$ cat src/rtl/wb_sdram_pkg.sv
// Shared definitions for the Wishbone-to-SDRAM application-port bridge.
package wb_sdram_pkg;

  typedef enum logic [2:0] {
    IDLE     = 3'd0,
    WR_PUSH  = 3'd1,
    WR_ACK   = 3'd2,
    WR_DRAIN = 3'd3,
    RD_REQ   = 3'd4,
    RD_POP   = 3'd5,
    RD_CAP   = 3'd6,
    RD_ACK   = 3'd7
  } state_t;

  localparam int unsigned DEF_TIMEOUT    = 1024;
  localparam int unsigned DEF_WRITE_HOLD = 16;

endpackage

$ cat src/rtl/wb_sdram_bridge.sv
// Wishbone classic slave driving the SDRAM controller's application FIFO ports,
// one 32-bit word per bus transaction.
module wb_sdram_bridge
  import wb_sdram_pkg::*;
#(
  parameter int unsigned TIMEOUT    = DEF_TIMEOUT,
  parameter int unsigned WRITE_HOLD = DEF_WRITE_HOLD
) (
  input  logic        clk,
  input  logic        rst,
  input  logic        i_wbs_cyc,
  input  logic        i_wbs_stb,
  input  logic        i_wbs_we,
  input  logic [31:0] i_wbs_adr,
  input  logic [31:0] i_wbs_dat,
  input  logic [3:0]  i_wbs_sel,
  output logic [31:0] o_wbs_dat,
  output logic        o_wbs_ack,
  output logic        o_wbs_int,
  input  logic        sdram_ready,
  output logic        app_write_pulse,
  output logic [31:0] app_write_data,
  output logic [3:0]  app_write_mask,
  input  logic        write_fifo_full,
  output logic        app_write_enable,
  output logic        app_read_enable,
  output logic [21:0] app_address,
  output logic        app_read_pulse,
  input  logic [31:0] app_read_data,
  input  logic        read_fifo_empty,
  output state_t      dbg_state
);

  localparam logic [15:0] TMO_LAST  = 16'(TIMEOUT - 1);
  localparam logic [15:0] HOLD_LOAD = 16'(WRITE_HOLD);

  state_t      state;
  logic [15:0] tmo_cnt;
  logic [15:0] drain_cnt;
  logic        wb_req;
  logic        unused_adr_hi;

  // Handshake: a bus request is cyc & stb while ack is low; ack is a one-cycle
  // registered pulse, withheld if cyc has dropped. App pulses last one cycle and
  // read data is taken on the cycle after the pop.
  assign wb_req        = i_wbs_cyc & i_wbs_stb & ~o_wbs_ack;
  assign dbg_state     = state;
  assign unused_adr_hi = &{1'b0, i_wbs_adr[31:22]};

  always_ff @(posedge clk) begin
    if (!rst) begin
      state            <= IDLE;
      tmo_cnt          <= '0;
      drain_cnt        <= '0;
      o_wbs_dat        <= '0;
      o_wbs_ack        <= 1'b0;
      o_wbs_int        <= 1'b0;
      app_write_pulse  <= 1'b0;
      app_write_data   <= '0;
      app_write_mask   <= '0;
      app_write_enable <= 1'b0;
      app_read_enable  <= 1'b0;
      app_address      <= '0;
      app_read_pulse   <= 1'b0;
    end else begin
      app_write_pulse <= 1'b0;
      app_read_pulse  <= 1'b0;
      o_wbs_ack       <= 1'b0;
      if (!sdram_ready) begin
        state            <= IDLE;
        app_write_enable <= 1'b0;
        app_read_enable  <= 1'b0;
      end else begin
        case (state)
          IDLE: begin
            if (app_write_enable) begin
              // Write path still open: further writes go straight in, anything
              // else (bus released or a read) closes it through the drain.
              if (wb_req && i_wbs_we) begin
                app_address <= i_wbs_adr[21:0];
                state       <= WR_PUSH;
              end else if (!i_wbs_cyc || wb_req) begin
                drain_cnt <= HOLD_LOAD;
                state     <= WR_DRAIN;
              end
            end else if (wb_req) begin
              app_address <= i_wbs_adr[21:0];
              if (i_wbs_we) begin
                state <= WR_PUSH;
              end else begin
                o_wbs_int       <= 1'b0;
                tmo_cnt         <= '0;
                app_read_enable <= 1'b1;
                state           <= RD_REQ;
              end
            end
          end
          WR_PUSH: begin
            if (!write_fifo_full) begin
              app_write_pulse  <= 1'b1;
              app_write_data   <= i_wbs_dat;
              app_write_mask   <= ~i_wbs_sel;
              app_write_enable <= 1'b1;
              state            <= WR_ACK;
            end
          end
          WR_ACK: begin
            o_wbs_ack <= i_wbs_cyc;
            if (i_wbs_cyc) begin
              state <= IDLE;
            end else begin
              drain_cnt <= HOLD_LOAD;
              state     <= WR_DRAIN;
            end
          end
          WR_DRAIN: begin
            if (wb_req && i_wbs_we) begin
              app_address <= i_wbs_adr[21:0];
              drain_cnt   <= HOLD_LOAD;
              state       <= WR_PUSH;
            end else if (drain_cnt <= 16'd1) begin
              drain_cnt        <= '0;
              app_write_enable <= 1'b0;
              state            <= IDLE;
            end else begin
              drain_cnt <= drain_cnt - 16'd1;
            end
          end
          RD_REQ: begin
            if (!read_fifo_empty) begin
              app_read_pulse <= 1'b1;
              state          <= RD_POP;
            end else if (tmo_cnt >= TMO_LAST) begin
              o_wbs_int       <= 1'b1;
              o_wbs_dat       <= '0;
              o_wbs_ack       <= i_wbs_cyc;
              app_read_enable <= 1'b0;
              state           <= RD_ACK;
            end else if (tmo_cnt != 16'hFFFF) begin
              tmo_cnt <= tmo_cnt + 16'd1;
            end
          end
          RD_POP: begin
            state <= RD_CAP;
          end
          RD_CAP: begin
            o_wbs_dat       <= app_read_data;
            o_wbs_ack       <= i_wbs_cyc;
            app_read_enable <= 1'b0;
            state           <= RD_ACK;
          end
          RD_ACK: begin
            state <= IDLE;
          end
          default: begin
            state <= IDLE;
          end
        endcase
      end
    end
  end

endmodule

$ cat config.mk
export PLATFORM = sky130hd
export DESIGN_NAME = wb_sdram_bridge
export DESIGN_NICKNAME = d
export VERILOG_FILES = /design/src/rtl/wb_sdram_pkg.sv /design/src/rtl/wb_sdram_bridge.sv
export SDC_FILE = /design/constraint.sdc
export NUM_CORES = 1
export LEC_CHECK = 0
export CAP_MARGIN = 20
export CORE_ASPECT_RATIO = 1.5
export CORE_MARGIN = 8
export CORE_UTILIZATION = 45
export CTS_BUF_LIST = sky130_fd_sc_hd__clkbuf_8
export DETAILED_ROUTE_END_ITERATION = 16
export HOLD_SLACK_MARGIN = 0.02
export PLACE_DENSITY_LB_ADDON = 0.3
export SETUP_SLACK_MARGIN = 0.3
export SLEW_MARGIN = 5
export SYNTH_ARGS = -nofsm -noshare
export SYNTH_HDL_FRONTEND = slang
export SYNTH_SLANG_ARGS = --single-unit
$ cat constraint.sdc
create_clock -name clk -period 3.1 [get_ports clk]
set_input_delay 0.465 -clock clk [delete_from_list [all_inputs] [get_ports clk]]
set_output_delay 0.465 -clock clk [all_outputs]
set_load 0.01 [all_outputs]
# Yosys cells after proc, flatten, opt, wreduce, memory -nomap -nowiden
# Index checks and enable logic that the tools add are counted.
[op_classes] n_addsub=2 order_cmp=2 n_eq_ne=26 muxes=54 bitwise=5 reduce_logical=23
[ops] op="$mux 16" n=12
[ops] op="$mux 22" n=3
[ops] op="$mux 32" n=2
[ops] op="$pmux 32 s2" n=1
[ops] op="$pmux 16 s3" n=1
[ops] op="$pmux 22 s2" n=1
[ops] op="$pmux 16 s2" n=1
[ops] op="$mux 3" n=10
[ops] op="$ne 2x2->1 const B" n=14
[ops] op="$pmux 3 s8" n=1
[ops] op="$mux 1" n=17
[ops] op="$add 16x1->16 const B" n=1
[ops] op="$ge 16x10->1 const B" n=1
[ops] op="$le 16x1->1 const B" n=1
[ops] op="$ne 16x16->1 const B" n=1
[ops] op="$sub 16x1->16 const B" n=1
[ops] op="$eq 3x3->1 const B" n=4
[ops] op="$reduce_and 3->1" n=4
[ops] op="$reduce_and 6->1" n=2
[ops] op="$ne 3x3->1 const B" n=3
[ops] op="$reduce_and 4->1" n=2
[ops] op="$reduce_and 8->1" n=1
[ops] op="$reduce_bool 2->1" n=4
[ops] op="$reduce_and 7->1" n=1
[ops] op="other kinds (17)" n=23
[word_totals] ff_bits=131 inputBits=108 out_inout_bits=99 elab_cells=125

# Depth between registers and ports, before layout
[depth] word_depth=7 ltp_mapped=8 mapped_depth_nobuf=7

# Worst setup path before layout
# Ideal clock, no wire load.
[synth_timing] path_kind="register to register" start="register drain_cnt[8]" end="register drain_cnt[15]" setup_time_ns=0.074 arrival_time_ns=2.298 required_ns=3.026 path_slack_ns=0.728 path_stages_with_launch=7 path_cell_list="dfxtp_1 > or4_1 > buf_2 > or4_4 > or3_1 > or3_1 > a31oi_1"
[synth_via] elab_chain_cells=4 elab_cells_between_ends=5 classes_between="add/sub: 1; order compare: 1; mux: 3"
[synth_rtl] item="start, declared" line_no="wb_sdram_bridge.sv:39" text="logic [15:0] drain_cnt;"
[synth_rtl] item="start signal, assigned" line_no="wb_sdram_bridge.sv:126" text="drain_cnt <= drain_cnt - 16'd1;"
[synth_rtl] item="$sub 16x1->16 / $le 16x1->1 (equally long branches)" line_no="wb_sdram_bridge.sv:126, wb_sdram_bridge.sv:121"
[synth_rtl] item="$mux 16 *" line_no="wb_sdram_bridge.sv:121" text="end else if (drain_cnt <= 16'd1) begin"
[synth_rtl] item="$mux 16 *" line_no="wb_sdram_bridge.sv:117" text="if (wb_req && i_wbs_we) begin"
[synth_rtl] item="$pmux 16 s3 *" line_no="wb_sdram_bridge.sv:74" text="case (state)"
# Mark *: on every way between the ends. The rest lies on a longest branch, timed or not.
# A chain may end at the register's enable or synchronous reset.

# Worst setup path in the final report
[layout_timing] start="register drain_cnt[8]" end="register drain_cnt[3]"
[layout_via] elab_chain_cells=4
[layout_rtl] item="$le 16x1->1" line_no="wb_sdram_bridge.sv:121"
[layout_rtl] item="$mux 16" line_no="wb_sdram_bridge.sv:121"
[layout_rtl] item="$mux 16" line_no="wb_sdram_bridge.sv:117"
[layout_rtl] item="$pmux 16 s3" line_no="wb_sdram_bridge.sv:74"
# No other way between the ends.

==> flow_summary.toml <==
[setup_path]
worstSetupEndpointType = "flop"
critical_path_arrival_ps = 2900
critPathRequiredTime_ps = 3410
worstSetupPathType = "flop to flop"
rr_worst_depth = 5
reg2reg_to = "drain_cnt[3]$_SDFFE_PN0P_"
crit_fanout = 7
r2r_slack_ps = 510
critPathLaunch = "drain_cnt[8]$_SDFFE_PN0P_"
cp-start-kind = "flop"
r2r_start = "drain_cnt[8]$_SDFFE_PN0P_"

[timing]
fin_crit_sh_pct = 83.5
finalSetupTns_ps = 0
hold_violations = 0
period_minus_slack_ps = 2590
skew_ps = 12.1
setup_slack_ps = 513
fmax_mhz = 387
slew_headroom_pct = 53.6
setup_violations = 0
rsz0062_at_grt = "false"
tightest_slew_ps = 688
drv_slew = 0

[routing]
wl_per_cell_um = 16.8
drt_iter0_markers = 247
drc_errors = 0
via_count = 5067
routed_wl_um = 15600
routed_via_density = 5.45
detail-route-antenna-nets = 0
firstDrtPassIters = 4

[die]
dieWidth_um = 103
dieArea_sq_mm = 0.0152
coreArea_sq_mm = 0.0114
start_util_pct = 45.4
die_h_um = 147
pin_count = 207
rows = 48

[grt]
antenna_found_initial = 0
grt_max_degree = 72
gr-usage-all-layers_pct = 20.8
gr-total-overflow = 0
grt_pass1_wl_um = 25000
grt_pass1_vias = 5125

[synth]
async_reset_ff_share_pct = 0
synth_edf_count = 0
synth_cell_type_count = 53
synth_flop_cell = "dfxtp_1"
synthCells = 578
syn_avg_cell_area_sq_um = 8.91
synth_seq_cells = 131
synth_area_sq_mm = 0.00515
ys_seq_area_share_pct = 50.9
synth_warnings = 0
synth_fp_nets = 689

[pwr]
p_leak_nw = 2.98
p_per_area_mw_per_mm2 = 473
irDropWorstVdd_v = 0.000296

[final_layout]
n_fill_cell = 894
finalNonFillerCells = 929
fin_nets = 877
antenna_cells = 0
final_common_cell = "clkdlybuf4s50_1"
mostFrequentLayoutCells = "clkdlybuf4s50_1, dfxtp_1, nand2_1"
syn_to_final_growth_pct = 49.9
drive_gt1_share_pct = 6.03
utilization_pct = 68.0

[clock_tree]
root_buffer = "clkbuf_8"
cts_sinks = 131
cts_setup_buffers = 0
htree_levels = 4
numCtsBuffers = 17
holdBufCountCts = 0
path_clk_slew_ps = 80
cts_tree = "yes"
clock_latency_ps = 420
clockBufferDepth = 2
post_cts_resized = 0

[run_status]
status = "completed"

[hold_path]
hold_path_end = "app_write_data[29]$_SDFFE_PN0P_"
min_path_cells = 2
min-delay-start = "app_write_data[29]$_SDFFE_PN0P_"
hold_class = "flop to flop"

[placement]
dp.cells = 897
io_buffers = 196
gp_congestion = 0.910
dp_hpwl_um = 11600
pre_cts_ws_ps = 412

[job]
maxCapViolCount = 0
[flip-flops by register name, indices dropped and copies added (netlist names), 3 cells and up]
signal and flops:
dbg_state 3, tmo_cnt 16, app_address 22, app_write_data 32
app_write_mask 4, drain_cnt 16, o_wbs_dat 32
[kinds of logic (layout without fill, tap and decap cells)]
kind of cell,after synthesis,in the layout,synth area share (%)
buf+inv,47,248,3.45
simple gates,223,223,20.6
flops,131,131,50.9
compound gates,151,151,19.9
fa+ha+maj,3,3,0.729
mux,23,23,4.47
[worst max-delay path by stage]
stage                                       endpoint  slack, ps  cells after the start
final                      drain_cnt[3]$_SDFFE_PN0P_        510                      5
after global routing       drain_cnt[3]$_SDFFE_PN0P_        390                      5
after CTS                  drain_cnt[3]$_SDFFE_PN0P_        540                      5
after detailed placement   drain_cnt[8]$_SDFFE_PN0P_        410                      6
after global placement     drain_cnt[8]$_SDFFE_PN0P_        490                      6
after floorplan           drain_cnt[15]$_SDFFE_PN0P_        730                      6
[power by group]
part | switching, mW | leakage [nW] | internal, mW | total, mW
logic | 0.117 | 1.69 | 0.175 | 0.292
registers | 0.0140 | 1.06 | 1.70 | 1.71
clock network | 0.669 | 0.228 | 0.977 | 1.65
total | 0.799 | 2.98 | 2.85 | 3.65
[layout make-up]
type,count,area (sq um),area share (%)
Tap cell,150,188,2.43
Timing Repair Buffer,207,2060,26.7
Clock inverter,14,211,2.74
Multi-Input combinational cell,400,2360,30.5
Clock buffer,18,248,3.21
Inverter,9,33.8,0.438
Sequential cell,131,2620,34.0
[Yosys cell counts (2+ instances only)]
cell type	instances	area (sq um)
nor4_1	7	43.8
and4_1	3	26.3
o21ai_0	14	70.1
or3_1	10	62.6
dfxtp_1	131	2620
nor3_1	10	50.1
buf_1	4	15.0
a22o_1	33	289
nand4b_1	2	17.5
nand3_1	15	75.1
o21a_1	3	22.5
nor2b_1	6	37.5
mux2i_1	23	230
o22ai_1	2	12.5
a22oi_1	3	22.5
inv_1	8	30.0
nand2b_1	4	25.0
a21oi_1	55	275
a211oi_1	5	37.5
nor2_1	41	154
ha_1	3	37.5
or4_1	12	90.1
nand4_1	3	18.8
clkbuf_1	33	124
and2_1	7	43.8
nand2_1	96	360
o31ai_1	9	67.6
a21o_1	2	15.0
a31oi_1	4	25.0
o221a_2	2	22.5
o211ai_1	4	30.0
and3_1	3	18.8
[critical path, stage by stage (launching register included)]
cell and delay [ps]:
dfxtp_1 360, or4_1 640, or4_4 570, o21ai_1 490
nor2_1 120, o311a_1 300
[metrics by stage]
stage	total power, mW	cell area, sq um	hold slack (ps)
after global routing	3.78	7720	473
after CTS	3.68	7720	458
final	3.65	7720	455
after global placement	2.04	7260	436
after detailed placement	2.05	7260	447
after floorplan	1.85	5150	420
[per-layer routing]
layer  share of wire, %  GRT usage [%]  up-vias  wire length (um)
li1                   -              -     2457                 -
met1                 37           21.5     2407              5750
met2                 54           37.3      154              8440
met3                5.0           4.88       49               786
met4                4.2           10.7        0               656
met5                  0              0        -                 0
(Power assumes the default switching activity.)
